===== src/rtl/calendar_pkg.sv =====
// calendar_pkg: FSM encoding, field indices, o_sel codes, field limits and the
// days-per-month table shared by the calendar controller and its testbench-facing interface.
package calendar_pkg;

   typedef logic [5:0]  fld_vec_t;
   typedef logic [2:0]  sel_t;
   typedef logic [11:0] year_t;

   // Bit positions in o_inc / o_wrap: {year, month, day, hour, min, sec}
   localparam int FLD_SEC   = 0;
   localparam int FLD_MIN   = 1;
   localparam int FLD_HOUR  = 2;
   localparam int FLD_DAY   = 3;
   localparam int FLD_MONTH = 4;
   localparam int FLD_YEAR  = 5;

   localparam logic [2:0] ST_RUN       = 3'd0;
   localparam logic [2:0] ST_SET_YEAR  = 3'd1;
   localparam logic [2:0] ST_SET_MONTH = 3'd2;
   localparam logic [2:0] ST_SET_DAY   = 3'd3;
   localparam logic [2:0] ST_SET_HOUR  = 3'd4;
   localparam logic [2:0] ST_SET_MIN   = 3'd5;

   localparam sel_t SEL_NONE  = 3'd0;
   localparam sel_t SEL_YEAR  = 3'd1;
   localparam sel_t SEL_MONTH = 3'd2;
   localparam sel_t SEL_DAY   = 3'd3;
   localparam sel_t SEL_HOUR  = 3'd4;
   localparam sel_t SEL_MIN   = 3'd5;

   localparam logic [5:0] SEC_MAX   = 6'd59;
   localparam logic [5:0] MIN_MAX   = 6'd59;
   localparam logic [4:0] HOUR_MAX  = 5'd23;
   localparam logic [3:0] MONTH_MAX = 4'd12;

   // February holds the common-year length; the leap adjustment lives in cal_days_in_month.
   localparam logic [4:0] DAYS_IN_MONTH [1:12] = '{
      5'd31, 5'd28, 5'd31, 5'd30, 5'd31, 5'd30,
      5'd31, 5'd31, 5'd30, 5'd31, 5'd30, 5'd31
   };

   function automatic sel_t state_sel(input logic [2:0] st);
      sel_t s;
      s = SEL_NONE;
      case (st)
         ST_SET_YEAR:  s = SEL_YEAR;
         ST_SET_MONTH: s = SEL_MONTH;
         ST_SET_DAY:   s = SEL_DAY;
         ST_SET_HOUR:  s = SEL_HOUR;
         ST_SET_MIN:   s = SEL_MIN;
         default:      s = SEL_NONE;
      endcase
      return s;
   endfunction

   // One-hot field mask of the field edited in a SET state; empty in RUN.
   function automatic fld_vec_t state_field_mask(input logic [2:0] st);
      fld_vec_t m;
      m = '0;
      case (st)
         ST_SET_YEAR:  m[FLD_YEAR]  = 1'b1;
         ST_SET_MONTH: m[FLD_MONTH] = 1'b1;
         ST_SET_DAY:   m[FLD_DAY]   = 1'b1;
         ST_SET_HOUR:  m[FLD_HOUR]  = 1'b1;
         ST_SET_MIN:   m[FLD_MIN]   = 1'b1;
         default:      m = '0;
      endcase
      return m;
   endfunction

endpackage


===== src/rtl/calendar_ctrl_if.sv =====
// calendar_ctrl_if: strobes and counter values in, per-field pulses and set-mode status out.
// master = timebase/button front-end side, slave = calendar_ctrl.
interface calendar_ctrl_if;
   import calendar_pkg::*;

   logic        i_tick_1hz;
   logic        i_btn_mode;
   logic        i_btn_inc;
   logic [5:0]  i_sec;
   logic [5:0]  i_min;
   logic [4:0]  i_hour;
   logic [4:0]  i_day;
   logic [3:0]  i_month;
   year_t       i_year;

   fld_vec_t    o_inc;
   fld_vec_t    o_wrap;
   logic        o_set_mode;
   sel_t        o_sel;

   modport master (
      output i_tick_1hz, i_btn_mode, i_btn_inc,
      output i_sec, i_min, i_hour, i_day, i_month, i_year,
      input  o_inc, o_wrap, o_set_mode, o_sel
   );

   modport slave (
      input  i_tick_1hz, i_btn_mode, i_btn_inc,
      input  i_sec, i_min, i_hour, i_day, i_month, i_year,
      output o_inc, o_wrap, o_set_mode, o_sel
   );

endinterface


===== src/rtl/cal_days_in_month.sv =====
// cal_days_in_month: combinational (month, year) -> 28..31.
// CALENDAR_GREGORIAN_EN selects the full Gregorian leap rule; otherwise y%4==0 only (valid 1901..2099).
module cal_days_in_month
   import calendar_pkg::*;
(
   input  logic [3:0] i_month,
   input  year_t      i_year,
   output logic [4:0] o_days
);

   logic leap;

`ifdef CALENDAR_GREGORIAN_EN
   localparam year_t Y100 = 12'd100;
   localparam year_t Y400 = 12'd400;

   assign leap = (i_year[1:0] == 2'b00) &&
                 (((i_year % Y100) != 12'd0) || ((i_year % Y400) == 12'd0));
`else
   // Only the low two bits decide the simplified rule; the rest is intentionally dropped.
   logic unused_year_hi;
   assign unused_year_hi = ^i_year[11:2];
   assign leap = (i_year[1:0] == 2'b00);
`endif

   // NOTE: every output of an always_comb gets a default first so no path leaves it unassigned (no latch).
   always_comb begin
      o_days = 5'd31;
      if ((i_month >= 4'd1) && (i_month <= MONTH_MAX)) begin
         o_days = DAYS_IN_MONTH[i_month];
      end
      if ((i_month == 4'd2) && leap) begin
         o_days = 5'd29;
      end
   end

endmodule


===== src/rtl/calendar_ctrl.sv =====
// calendar_ctrl: turns the 1 Hz tick into per-field inc/wrap pulses with carry, and runs the
// button-driven set-mode FSM. Leap rule chosen by CALENDAR_GREGORIAN_EN (see cal_days_in_month).
module calendar_ctrl
   import calendar_pkg::*;
#(
   parameter year_t YEAR_BASE = 12'd1970,
   parameter year_t YEAR_MAX  = 12'd2099
)(
   input  logic            i_clk,
   input  logic            i_rst_n,
   calendar_ctrl_if.slave  bus
);

   logic [2:0] state_q, state_d;
   fld_vec_t   inc_q, inc_d;
   fld_vec_t   wrap_q, wrap_d;
   logic       set_mode_q, set_mode_d;
   sel_t       sel_q, sel_d;

   logic [4:0] dim;
   fld_vec_t   at_lim;
   fld_vec_t   carry_in;
   fld_vec_t   set_mask;
   logic       day_over;
   logic       busy;
   logic       tick_ok, mode_ok, inc_ok;

   cal_days_in_month u_dim (
      .i_month (bus.i_month),
      .i_year  (bus.i_year),
      .o_days  (dim)
   );

   // Out-of-range years count as "at limit" so the next step recovers to YEAR_BASE.
   assign at_lim = {
      (bus.i_year  >= YEAR_MAX) || (bus.i_year < YEAR_BASE),
      (bus.i_month >= MONTH_MAX),
      (bus.i_day   >= dim),
      (bus.i_hour  >= HOUR_MAX),
      (bus.i_min   >= MIN_MAX),
      (bus.i_sec   >= SEC_MAX)
   };

   // A field sees the tick only if every lower field wraps.
   assign carry_in = {&at_lim[4:0], &at_lim[3:0], &at_lim[2:0], &at_lim[1:0], at_lim[0], 1'b1};

   assign day_over = (bus.i_day > dim);
   assign set_mask = state_field_mask(state_q);

   // Counters are still updating while a pulse is out, so strobes seen then act on stale values.
   assign busy    = (|inc_q) || (|wrap_q);
   assign mode_ok = bus.i_btn_mode & ~busy;
   assign tick_ok = bus.i_tick_1hz & ~busy;
   assign inc_ok  = bus.i_btn_inc  & ~busy & ~bus.i_btn_mode;

   always_comb begin
      state_d = state_q;
      inc_d   = '0;
      wrap_d  = '0;
      if (mode_ok) begin
         case (state_q)
            ST_RUN:       state_d = ST_SET_YEAR;
            ST_SET_YEAR: begin
               state_d = ST_SET_MONTH;
               wrap_d[FLD_DAY] = day_over;
            end
            ST_SET_MONTH: begin
               state_d = ST_SET_DAY;
               wrap_d[FLD_DAY] = day_over;
            end
            ST_SET_DAY:   state_d = ST_SET_HOUR;
            ST_SET_HOUR:  state_d = ST_SET_MIN;
            ST_SET_MIN: begin
               state_d = ST_RUN;
               wrap_d[FLD_SEC] = 1'b1;
            end
            default:      state_d = ST_RUN;
         endcase
      end else if (state_q == ST_RUN) begin
         if (tick_ok) begin
            inc_d  = carry_in & ~at_lim;
            wrap_d = carry_in &  at_lim;
         end
      end else if (inc_ok) begin
         // SET states step the selected field alone; no carry into neighbours.
         inc_d  = set_mask & ~at_lim;
         wrap_d = set_mask &  at_lim;
      end
      set_mode_d = (state_d != ST_RUN);
      sel_d      = state_sel(state_d);
   end

   // NOTE: sequential state uses non-blocking assignments so every flop samples pre-edge values.
   always_ff @(posedge i_clk or negedge i_rst_n) begin
      if (!i_rst_n) begin
         state_q    <= ST_RUN;
         inc_q      <= '0;
         wrap_q     <= '0;
         set_mode_q <= 1'b0;
         sel_q      <= SEL_NONE;
      end else begin
         state_q    <= state_d;
         inc_q      <= inc_d;
         wrap_q     <= wrap_d;
         set_mode_q <= set_mode_d;
         sel_q      <= sel_d;
      end
   end

   assign bus.o_inc      = inc_q;
   assign bus.o_wrap     = wrap_q;
   assign bus.o_set_mode = set_mode_q;
   assign bus.o_sel      = sel_q;

   a_inc_wrap_exclusive : assert property (
      @(posedge i_clk) disable iff (!i_rst_n) ((inc_q & wrap_q) == '0)
   );

endmodule

===== src/flat_wrapper.sv =====
// flat-port wrapper written by rule: the top's interface ports become plain ports
module calendar_ctrl_flat import calendar_pkg::*;
#(
   parameter year_t YEAR_BASE = 12'd1970,
   parameter year_t YEAR_MAX  = 12'd2099
)
  (i_clk, i_rst_n, bus_i_tick_1hz, bus_i_btn_mode, bus_i_btn_inc, bus_i_sec, bus_i_min, bus_i_hour, bus_i_day, bus_i_month, bus_i_year, bus_o_inc, bus_o_wrap, bus_o_set_mode, bus_o_sel);
  calendar_ctrl_if bus_i ();
  input  logic i_clk;
  input  logic i_rst_n;
  input wire logic [$bits(bus_i.i_tick_1hz)-1:0] bus_i_tick_1hz;
  input wire logic [$bits(bus_i.i_btn_mode)-1:0] bus_i_btn_mode;
  input wire logic [$bits(bus_i.i_btn_inc)-1:0] bus_i_btn_inc;
  input wire logic [$bits(bus_i.i_sec)-1:0] bus_i_sec;
  input wire logic [$bits(bus_i.i_min)-1:0] bus_i_min;
  input wire logic [$bits(bus_i.i_hour)-1:0] bus_i_hour;
  input wire logic [$bits(bus_i.i_day)-1:0] bus_i_day;
  input wire logic [$bits(bus_i.i_month)-1:0] bus_i_month;
  input wire logic [$bits(bus_i.i_year)-1:0] bus_i_year;
  output wire logic [$bits(bus_i.o_inc)-1:0] bus_o_inc;
  output wire logic [$bits(bus_i.o_wrap)-1:0] bus_o_wrap;
  output wire logic [$bits(bus_i.o_set_mode)-1:0] bus_o_set_mode;
  output wire logic [$bits(bus_i.o_sel)-1:0] bus_o_sel;
  assign bus_i.i_tick_1hz = bus_i_tick_1hz;
  assign bus_i.i_btn_mode = bus_i_btn_mode;
  assign bus_i.i_btn_inc = bus_i_btn_inc;
  assign bus_i.i_sec = bus_i_sec;
  assign bus_i.i_min = bus_i_min;
  assign bus_i.i_hour = bus_i_hour;
  assign bus_i.i_day = bus_i_day;
  assign bus_i.i_month = bus_i_month;
  assign bus_i.i_year = bus_i_year;
  assign bus_o_inc = bus_i.o_inc;
  assign bus_o_wrap = bus_i.o_wrap;
  assign bus_o_set_mode = bus_i.o_set_mode;
  assign bus_o_sel = bus_i.o_sel;
  calendar_ctrl #(.YEAR_BASE(YEAR_BASE), .YEAR_MAX(YEAR_MAX)) u_core (.i_clk(i_clk), .i_rst_n(i_rst_n), .bus(bus_i));
endmodule

===== config.mk =====
export PLATFORM = sky130hd
export DESIGN_NAME = calendar_ctrl_flat
export DESIGN_NICKNAME = d
export VERILOG_FILES = /design/src/rtl/calendar_pkg.sv /design/src/rtl/calendar_ctrl_if.sv /design/src/rtl/cal_days_in_month.sv /design/src/rtl/calendar_ctrl.sv /design/src/flat_wrapper.sv
export SDC_FILE = /design/constraint.sdc
export NUM_CORES = 1
export LEC_CHECK = 0
export CORE_ASPECT_RATIO = 1.75
export CORE_MARGIN = 2
export CORE_UTILIZATION = 40
export DETAILED_ROUTE_END_ITERATION = 16
export PLACE_DENSITY_LB_ADDON = 0.05
export SYNTH_ARGS = -nofsm -noshare
export SYNTH_HDL_FRONTEND = slang
export SYNTH_SLANG_ARGS = --single-unit
export TNS_END_PERCENT = 30

===== constraint.sdc =====
create_clock -name i_clk -period 2.44 [get_ports i_clk]
set_clock_uncertainty 0.15 [all_clocks]
set_input_delay 0.244 -clock i_clk [delete_from_list [all_inputs] [get_ports i_clk]]
set_output_delay 0.244 -clock i_clk [all_outputs]
set_load 0.03 [all_outputs]

After elaboration in Yosys (flattened, before gate mapping). Memories as Yosys holds them, arrays and structs flattened. Index checks and enable logic that the tools add are counted.

Register bits after elaboration: 19. Memories: 1. Input port bits: 43. Memory bits (read-only): 80.

Memories: (name not given) (words 16, width 5, read ports 1, clocked after memory_dff 0, wr ports 0, line cal_days_in_month.sv:30) `o_days = DAYS_IN_MONTH[i_month];`.

Bitwise gates (word level): 12. Reductions and logical operators: 14. Magnitude comparators: 11. Eq/ne operators: 11. Multiplexer cells: 24.

Operators by type and width (number): $mux W6 (7); $pmux W3 S5 (2); $and A6 B6 Y6 (4); $mux W5 (4); $eq A3 B2 Y1 const B (4); $eq A3 B3 Y1 const B (4); $ge A12 B12 Y1 const B (1); $ge A6 B6 Y1 const B (2); $lt A12 B11 Y1 const B (1); $reduce_or A6 Y1 (2); $ge A5 B5 Y1 const B (2); $mux W1 (8); $eq A3 B1 Y1 const B (2); $not A6 Y6 (1); $ge A5 B5 Y1 (1); $gt A5 B5 Y1 (1); $not A4 Y5 (1); $reduce_and A5 Y1 (1); $and A1 B1 Y1 (4); $eq A4 B2 Y1 const B (1); $ge A4 B1 Y1 const B (1); $ge A4 B4 Y1 const B (1); $le A4 B4 Y1 const B (1); $mux W2 (2); 11 further kinds (14).

Depth between registers and ports, before layout. Gate-level depths: netlist of run 1.

Word-level depth: 12. Gate-level depth with buffers: 9. Depth with buffers taken out: 9.

Cells and area by module. Synthesis of run 1 repeated with hierarchy kept, for this count alone.

Cell total of the unflattened synthesis: 134. Area total of the unflattened synthesis: 1272.5 µm².

By module, submodules not included: calendar_ctrl (cells an instance 125, times used 1, area an instance 1203.7 µm², seq. area each 475.5 µm²); cal_days_in_month (cells an instance 9, times used 1, area an instance 68.8 µm², seq. area each 0.0 µm²).

Worst setup path before layout of run 1. No wires, ideal clock.

Path kind: flip-flop to flip-flop. Start point: register u_core.wrap_q[5], in the netlist u_core.bus.o_wrap[5]. End point: register u_core.set_mode_q, in the netlist u_core.bus.o_set_mode. Arrival time: 1.720 ns. Stages on the path, launching flop included: 5. Data required time: 2.159 ns. Setup slack: 0.439 ns. Clock period less this slack: 2.001 ns. Setup time: 0.131 ns. Cell sequence: dfrtp_1 -> nor4_4 -> nand4_4 -> mux2_4 -> or3_1.

Word-level cells in the longest chain between the ends: 6.

RTL lines: from (decl) (line calendar_ctrl.sv:16) `fld_vec_t wrap_q, wrap_d;`; from (signal assigned) (line calendar_ctrl.sv:104) `wrap_q <= wrap_d;`; $reduce_or A6 Y1 (line calendar_ctrl.sv:51) `assign busy = (|inc_q) || (|wrap_q);`; $logic_or A1 B1 Y1 (line calendar_ctrl.sv:51); $not A1 Y1 (line calendar_ctrl.sv:52) `assign mode_ok = bus.i_btn_mode & ~busy;`; $and A1 B1 Y1 (line calendar_ctrl.sv:52); $mux W3 (line calendar_ctrl.sv:60) `if (mode_ok) begin`; via u_core.state_d[1] (line calendar_ctrl.sv:14) `logic [2:0] state_q, state_d;`; $reduce_bool A3 Y1 (line calendar_ctrl.sv:89) `set_mode_d = (state_d != ST_RUN);`; via u_core.set_mode_d (line calendar_ctrl.sv:17) `logic set_mode_q, set_mode_d;`; to (signal assigned) (line calendar_ctrl.sv:105) `set_mode_q <= set_mode_d;`; to (decl) (line calendar_ctrl.sv:17).

The timed path passes the listed nets, and every way through them passes these cells.

Worst setup path in the final report of run 1.
Start point: input bus_i_year[0]. End point: register u_core.inc_q[4], in the netlist u_core.bus.o_inc[4].

Word-level cells in the longest chain between the ends: 9.

RTL lines: from (decl) (line flat_wrapper.sv:19) `input wire logic [$bits(bus_i.i_year)-1:0] bus_i_year;`; $logic_not A2 Y1 (line cal_days_in_month.sv:23) `assign leap = (i_year[1:0] == 2'b00);`; $logic_and A1 B1 Y1 (line cal_days_in_month.sv:32) `if ((i_month == 4'd2) && leap) begin`; $mux W5 (line cal_days_in_month.sv:32); $ge A5 B5 Y1 (line calendar_ctrl.sv:38) `(bus.i_day >= dim),`; $reduce_and A4 Y1 (line calendar_ctrl.sv:45) `assign carry_in = {&at_lim[4:0], &at_lim[3:0], &at_lim[2:0], &at_lim[1:0], at_lim[0], 1'b1};`; $and A6 B6 Y6 (line calendar_ctrl.sv:81) `inc_d = carry_in & ~at_lim;`; $mux W6 (line calendar_ctrl.sv:80) `if (tick_ok) begin`; $mux W6 (line calendar_ctrl.sv:79) `end else if (state_q == ST_RUN) begin`; $mux W6 (line calendar_ctrl.sv:60); via u_core.inc_d[4] (line calendar_ctrl.sv:15) `fld_vec_t inc_q, inc_d;`; to (signal assigned) (line calendar_ctrl.sv:103) `inc_q <= inc_d;`; to (decl) (line calendar_ctrl.sv:15).

The timed path passes the listed nets, and every way through them passes these cells.

==> metrics.cfg, run 1 <==
[clocking]
post_cts_buffers=0
cts_made_buffers=3
clockBufferDepth=2
cts_sinks=19
cts-root-buf=clkbuf_8
tritoncts=built
hold_buffers=0
htree_levels=1
clk_latency_ns=0.25
path_clk_slew_ns=0.07

[floorplanning]
die_y_um=76.0
die_w_um=45.1
ios=59
rows=26
core_um2=2860
die_area_um2=3430
initial_utilization_pct=41.3

[pwr]
seq_power_share_pct=33.2
p_total_w=0.00166
pwr-share-comb_pct=54.1
ir_drop_mv=0.333
switching_share_pct=42.4
p_int_w=0.000958
p_switching_w=0.000707
power_density_nw_per_um2=887
p_leak_nw=0.781
clkPwrFrac_pct=12.6

[synth]
syn-instance-count=123
synth_cell_type_count=42
yosys.area_share.simple_pct=31.9
synthArstFlopShare_pct=100
synth_top_area_share_pct=40.2
synth_area_um2=1180
synth_area_leader_cell=dfrtp_1
synth_most_common_cell=dfrtp_1
seq_area_frac_synth_pct=40.2
synth-main-ff-cell=dfrtp_1
synth_compound_area_share_pct=18.6
synth-xor-area-share_pct=1.48
synth-seq-cells=19
synth_edf_count=0
ys_warn_count=0
ys_top_cells_by_area=dfrtp_1, nor4_4, nand3_1, a31oi_1, a21oi_1
avgSynthCellArea_um2=9.62
synth_common_cells=dfrtp_1, inv_1, nand3_1, nor2_1
synthAdderAreaFrac_pct=2.11
syn_nets=168
synthMuxAreaShare_pct=1.27
synth_top_family_by_area=simple AND/OR/NAND/NOR gates

[routing]
vias=1227
drc=0
first_iter_violations=44
drt_first_pass_iters=4
drt_wl_total_mm=3.08
antenna_left=0
wl_per_cell_um=14.5
drt-vias-per-instance=5.76

[worst_setup_path]
critPathKind=in2reg
endpoint_kind=flop
crit_path_start_kind=input pin
cp.arrival_ns=2.34
cp.required_ns=2.47
crit_path_max_fanout=3

[timing]
fmax_ghz=0.432
timing.final.crit_share_pct=95.0
worst_pin_slew_ns=0.806
fin_crit_ns=2.32
timing.slew.headroom_pct=46.1
setup_ws_ns=0.123
final-setup-viol-count=0
drv_slew=0
rsz0062_at_grt=false
hold_viol_final=0

[cells_and_area]
fill_cells=269
nets=231
diodes=0
drive_above_1_share_pct=10.3
multi_input_area_um2=677
areaGrowthSynthToFinish_pct=58.7
instances_no_fill=213
regArea_um2=475
postLayoutCoreUtil_pct=65.6

[global_route]
grt_pass1_wl_mm=5.26
antenna_found_initial=0
grt_pass1_vias=1272
grt_overflow_total=0
grt_max_degree=20
track_usage_pct=20.2

[placed_design]
place_inst=209
port_buffers=58
globalplace.congestion=0.799
dpl.hpwl_mm=2.62
pre_cts_slack_ns=-0.220

[hold_path]
hold_class=in2async

[status]
status=finished clean

[flow_run]
max_cap_viol_count=0

==> per-stage QoR <==
step | hold WS, ns | setup TNS (ns) | instance area, um^2
2_1_floorplan | -0.202 | 0 | 1180
3_3_place_gp | 0.575 | -0.394 | 1810
3_5_place_dp | 0.588 | -0.629 | 1810
4_1_cts | 0.338 | 0 | 1860
5_1_grt | 0.399 | 0 | 1880
6_report | 0.307 | 0 | 1880
==> registers in the layout (all words and copies together) (netlist names) <==
register               count
u_core.bus.o_sel           3
u_core.bus.o_inc           6
u_core.bus.o_set_mode      1
u_core.bus.o_wrap          6
u_core.state_q             3
==> final cells by class <==
class | count | share of cell area [%]
clock inverter | 1 | 0.266
tap | 28 | 1.87
clock buffer | 3 | 2.20
inverter | 7 | 1.40
sequential | 19 | 25.3
multi-input combinational | 92 | 36.0
timing repair buffer | 63 | 32.9
==> placed cells by master, fill, tap and decap left out, types with 4 or more instances in the layout <==
cell type        synthesis  layout
a211oi_1                 4       4
a21oi_1                  6       6
a31oi_1                  5       4
and3_1                   4       4
buf_4                    0       5
clkdlybuf4s50_1          0      58
dfrtp_1                 19      19
inv_1                    7       7
nand2_1                  6       6
nand3_1                  7       7
nor2_1                   7       7
o21ai_0                  4       4
==> what timing repair did <==
| item | in CTS | in global routing |
|---|---|---|
| hold endpoints to repair | 0 | 0 |
| gates resized for setup | 0 | 4 |
| endpoints found under the setup margin | 0 | 4 |
==> critical path: stages <==
cell and delay (ns):
clkdlybuf4s50_1 0.48, o21ai_0 0.10, a211oi_1 0.23, a31oi_1 0.07
ha_1 0.29, nand2b_1 0.10, a21oi_1 0.10, or2_2 0.30
o31ai_2 0.23, nor3b_2 0.21
==> cell families (layout without fill, tap and decap cells) <==
family / Yosys count / count (layout)
AO/OA/AOI/OAI: 32 / 32
XOR/XNOR: 2 / 2
adder cells (fa/ha/maj): 2 / 2
buffers and inverters: 12 / 74
flip-flops: 19 / 19
multiplexers: 1 / 1
AND/OR/NAND/NOR: 55 / 55
==> final timing paths <==
| check | from | endpoint | slack, ns | cells after the start |
|---|---|---|---|---|
| max in group asynchronous | i_rst_n | u_core.bus.o_inc[3]$_DFF_PN0_ | 1.33 | 1 |
| min in group i_clk | bus_i_tick_1hz | u_core.bus.o_inc[0]$_DFF_PN0_ | 0.43 | 2 |
| worst max register to register | u_core.bus.o_wrap[4]$_DFF_PN0_ | u_core.bus.o_inc[3]$_DFF_PN0_ | 0.44 | 5 |
| worst min-delay path | i_rst_n | u_core.bus.o_sel[0]$_DFF_PN0_ | 0.31 | 1 |
| worst min register to register | u_core.bus.o_inc[0]$_DFF_PN0_ | u_core.state_q[0]$_DFF_PN0_ | 0.59 | 3 |
| worst max-delay path | bus_i_year[0] | u_core.bus.o_inc[4]$_DFF_PN0_ | 0.12 | 10 |
==> metal layers <==
metal	track usage, %	vias up	share of wire (%)
met5	0	-	0
met4	12.1	0	3.2
met3	2.14	9	4.6
met2	37.3	57	60
met1	19.5	566	32
li1	-	595	-
==> power by group through the flow <==
stage               clock network [W]  registers (W)  logic, W
finish                       0.000211       0.000553  0.000901
global route                 0.000230       0.000573  0.000985
CTS                          0.000217       0.000552  0.000898
detailed placement                  0       0.000558  0.000895
global placement                    0       0.000549  0.000883
floorplan                           0       0.000600  0.000544
Note: power is estimated with default switching activity, not from simulation.
==> run 2, diff against run 1 <==
- CORE_ASPECT_RATIO: 1.75 -> not set
==> run 2 against run 1 <==
Net effect:
- total power shrank 3.8%
- non-clock buffer count decreased by 1
- global-route usage is 1.1 points lower
- via count fell by 1.8%
- cell area decreased by 2.3%
- register-to-register slack lost 0.14 ns
- sequential power decreased by 0.9%
- count of clock-buffer cells in the layout stayed put
- sequential share of layout area grew 0.60 points
- combinational power fell by 0.7%
- core utilization grew 0.34 points
==> metrics.cfg, run 2 (synthesis gave the netlist of run 1 again) <==
[floorplanning]
ios=59  ; unchanged
rows=19  ; -27%
die_y_um=58.4  ; -23%
die_area_um2=3410  ; -0.51%
die_w_um=58.4  ; +29%
initial_utilization_pct=42.6  ; +1.2 points
core_um2=2780  ; -2.8%

[worst_setup_path]
critPathTopFamily=compound AO/OA/AOI/OAI gates
slowest_stage=clkdlybuf4s50_1
slowest_delay_ns=0.48  ; about the same
crit_path_start_kind=input pin
endpoint_kind=flop
crit_path_max_fanout=3  ; unchanged
critPathKind=in2reg
crit_buf_inv=1  ; unchanged
crit_chain=clkdlybuf4s50_1 > o21ai_0 > a211oi_1 > a31oi_1 > ha_1 > nand2b_1 > a21oi_1 > or2_2 > o31ai_1 > nor3b_1
cp.required_ns=2.51  ; +0.04 ns
cp.arrival_ns=2.36  ; +0.02 ns

[cells_and_area]
instances_no_fill=215  ; +0.94%
fill_cells=235  ; -13%
nets=230  ; -0.43%
regArea_um2=475  ; unchanged
final_common_cell=clkdlybuf4s50_1
drive_above_1_share_pct=7.61  ; -2.7 points
diodes=0  ; unchanged
areaGrowthSynthToFinish_pct=55.0
layout_common_cells=clkdlybuf4s50_1, dfrtp_1, inv_1, nor2_1, nand3_1
multi_input_area_um2=656  ; -3.1%

[global_route]
grt_pass1_vias=1215  ; -4.5%
track_usage_pct=19.1  ; -1.1 points
grt_pass1_wl_mm=5.00  ; -4.9%
grt_max_degree=20  ; unchanged
grt_overflow_total=0  ; unchanged
antenna_found_initial=0  ; unchanged

[pwr]
p_switching_w=0.000710  ; +0.47%
seq_power_share_pct=34.2  ; +1.0 points
switching_share_pct=44.3  ; +1.9 points
pwr-share-comb_pct=55.9  ; +1.8 points
p_int_w=0.000892  ; -6.9%
p_leak_nw=0.765  ; -2.1%
power_density_nw_per_um2=873  ; -1.5%
clkPwrFrac_pct=10.0  ; -2.6 points
ir_drop_mv=1.04  ; +210%

[placed_design]
globalplace.congestion=0.844  ; +5.7%
port_buffers=58  ; unchanged
place_inst=211  ; +0.96%
dpl.hpwl_mm=2.49  ; -4.9%
pre_cts_slack_ns=-0.176  ; +0.0435 ns

[routing]
drt-vias-per-instance=5.60  ; -2.7%
drt_wl_total_mm=3.07  ; -0.55%
vias=1205  ; -1.8%
antenna_left=0  ; unchanged
first_iter_violations=30  ; -32%
wl_per_cell_um=14.3  ; -1.5%
drc=0  ; unchanged
drt_first_pass_iters=4  ; unchanged

[flow_run]
max_cap_viol_count=0  ; unchanged

[clocking]
cts_sinks=19  ; unchanged
hold_buffers=0  ; unchanged
cts_made_buffers=3  ; unchanged
cts-root-buf=clkbuf_4
cts_resized=0  ; unchanged
clockBufferDepth=2  ; unchanged
htree_levels=1  ; unchanged
tritoncts=built
post_cts_buffers=0  ; unchanged
path_clk_slew_ns=0.11  ; +0.04 ns
clk_latency_ns=0.30  ; +0.05 ns

[timing]
timing.slew.headroom_pct=67.1  ; +21 points
drv_slew=0  ; unchanged
final-setup-viol-count=0  ; unchanged
worst_pin_slew_ns=0.493  ; -0.313 ns
rsz0062_at_grt=false
timing.final.crit_share_pct=93.8  ; -1.1 points
hold_viol_final=0  ; unchanged
fmax_ghz=0.437  ; +1.2%
fin_setup_tns_ns=0  ; unchanged
setup_ws_ns=0.150  ; +0.0271 ns
fin_crit_ns=2.29  ; -0.0271 ns

[status]
status=finished clean

[hold_path]
hold_class=in2async

run 2: metrics by stage:
stage	hold slack, ns	cell area, um^2	power, W	utilization [%]
2_1_floorplan	-0.202	1180	0.00114	-
5_1_grt	0.116	1830	0.00172	65.9
6_report	0.121	1830	0.00160	65.9
4_1_cts	0.124	1830	0.00161	65.9
3_5_place_dp	0.454	1810	0.00145	65.0
3_3_place_gp	0.447	1810	0.00143	65.0
run 2: worst paths after layout:
kind | to | from | cells past startpoint | slack [ns]
worst max-delay path | u_core.bus.o_inc[4]$_DFF_PN0_ | bus_i_year[0] | 10 | 0.15
worst min-delay path | u_core.bus.o_inc[5]$_DFF_PN0_ | i_rst_n | 2 | 0.12
worst max register to register | u_core.bus.o_set_mode$_DFF_PN0_ | u_core.bus.o_wrap[5]$_DFF_PN0_ | 4 | 0.30
worst min register to register | u_core.bus.o_sel[0]$_DFF_PN0_ | u_core.state_q[2]$_DFF_PN0_ | 1 | 0.63
min in group i_clk | u_core.bus.o_inc[0]$_DFF_PN0_ | bus_i_tick_1hz | 2 | 0.39
max in group asynchronous | u_core.bus.o_sel[1]$_DFF_PN0_ | i_rst_n | 2 | 1.82
run 2: layout make-up:
cell class | count | area share [%]
clock buffers | 3 | 1.23
clock inverters | 1 | 0.273
inverters | 7 | 1.43
multi-input cells | 92 | 35.7
flip-flops and latches | 19 | 25.9
well taps | 31 | 2.11
repair buffers | 62 | 33.3
run 2: worst reg2reg max path, cell delays in order, from the launching register on:
cell,delay [ns]
dfrtp_1,0.42
nor4_4,0.41
nand4_4,0.29
mux2_4,0.39
or3_1,0.37
run 2: power by group through the flow:
| stage | Sequential, W | Clock [W] | Combinational [W] |
|---|---|---|---|
| after detailed placement | 0.000552 | 0 | 0.000896 |
| after global routing | 0.000564 | 0.000183 | 0.000974 |
| after CTS | 0.000545 | 0.000168 | 0.000899 |
| final | 0.000548 | 0.000159 | 0.000895 |
| after floorplan | 0.000600 | 0 | 0.000544 |
| after global placement | 0.000548 | 0 | 0.000880 |
run 2: per-layer routing:
metal,wire (um),vias to the layer above,global-route usage (%)
met4,44,0,7.31
met5,0,-,0
met3,259,4,4.40
met2,1550,48,35.6
li1,-,592,-
met1,1210,561,20.8
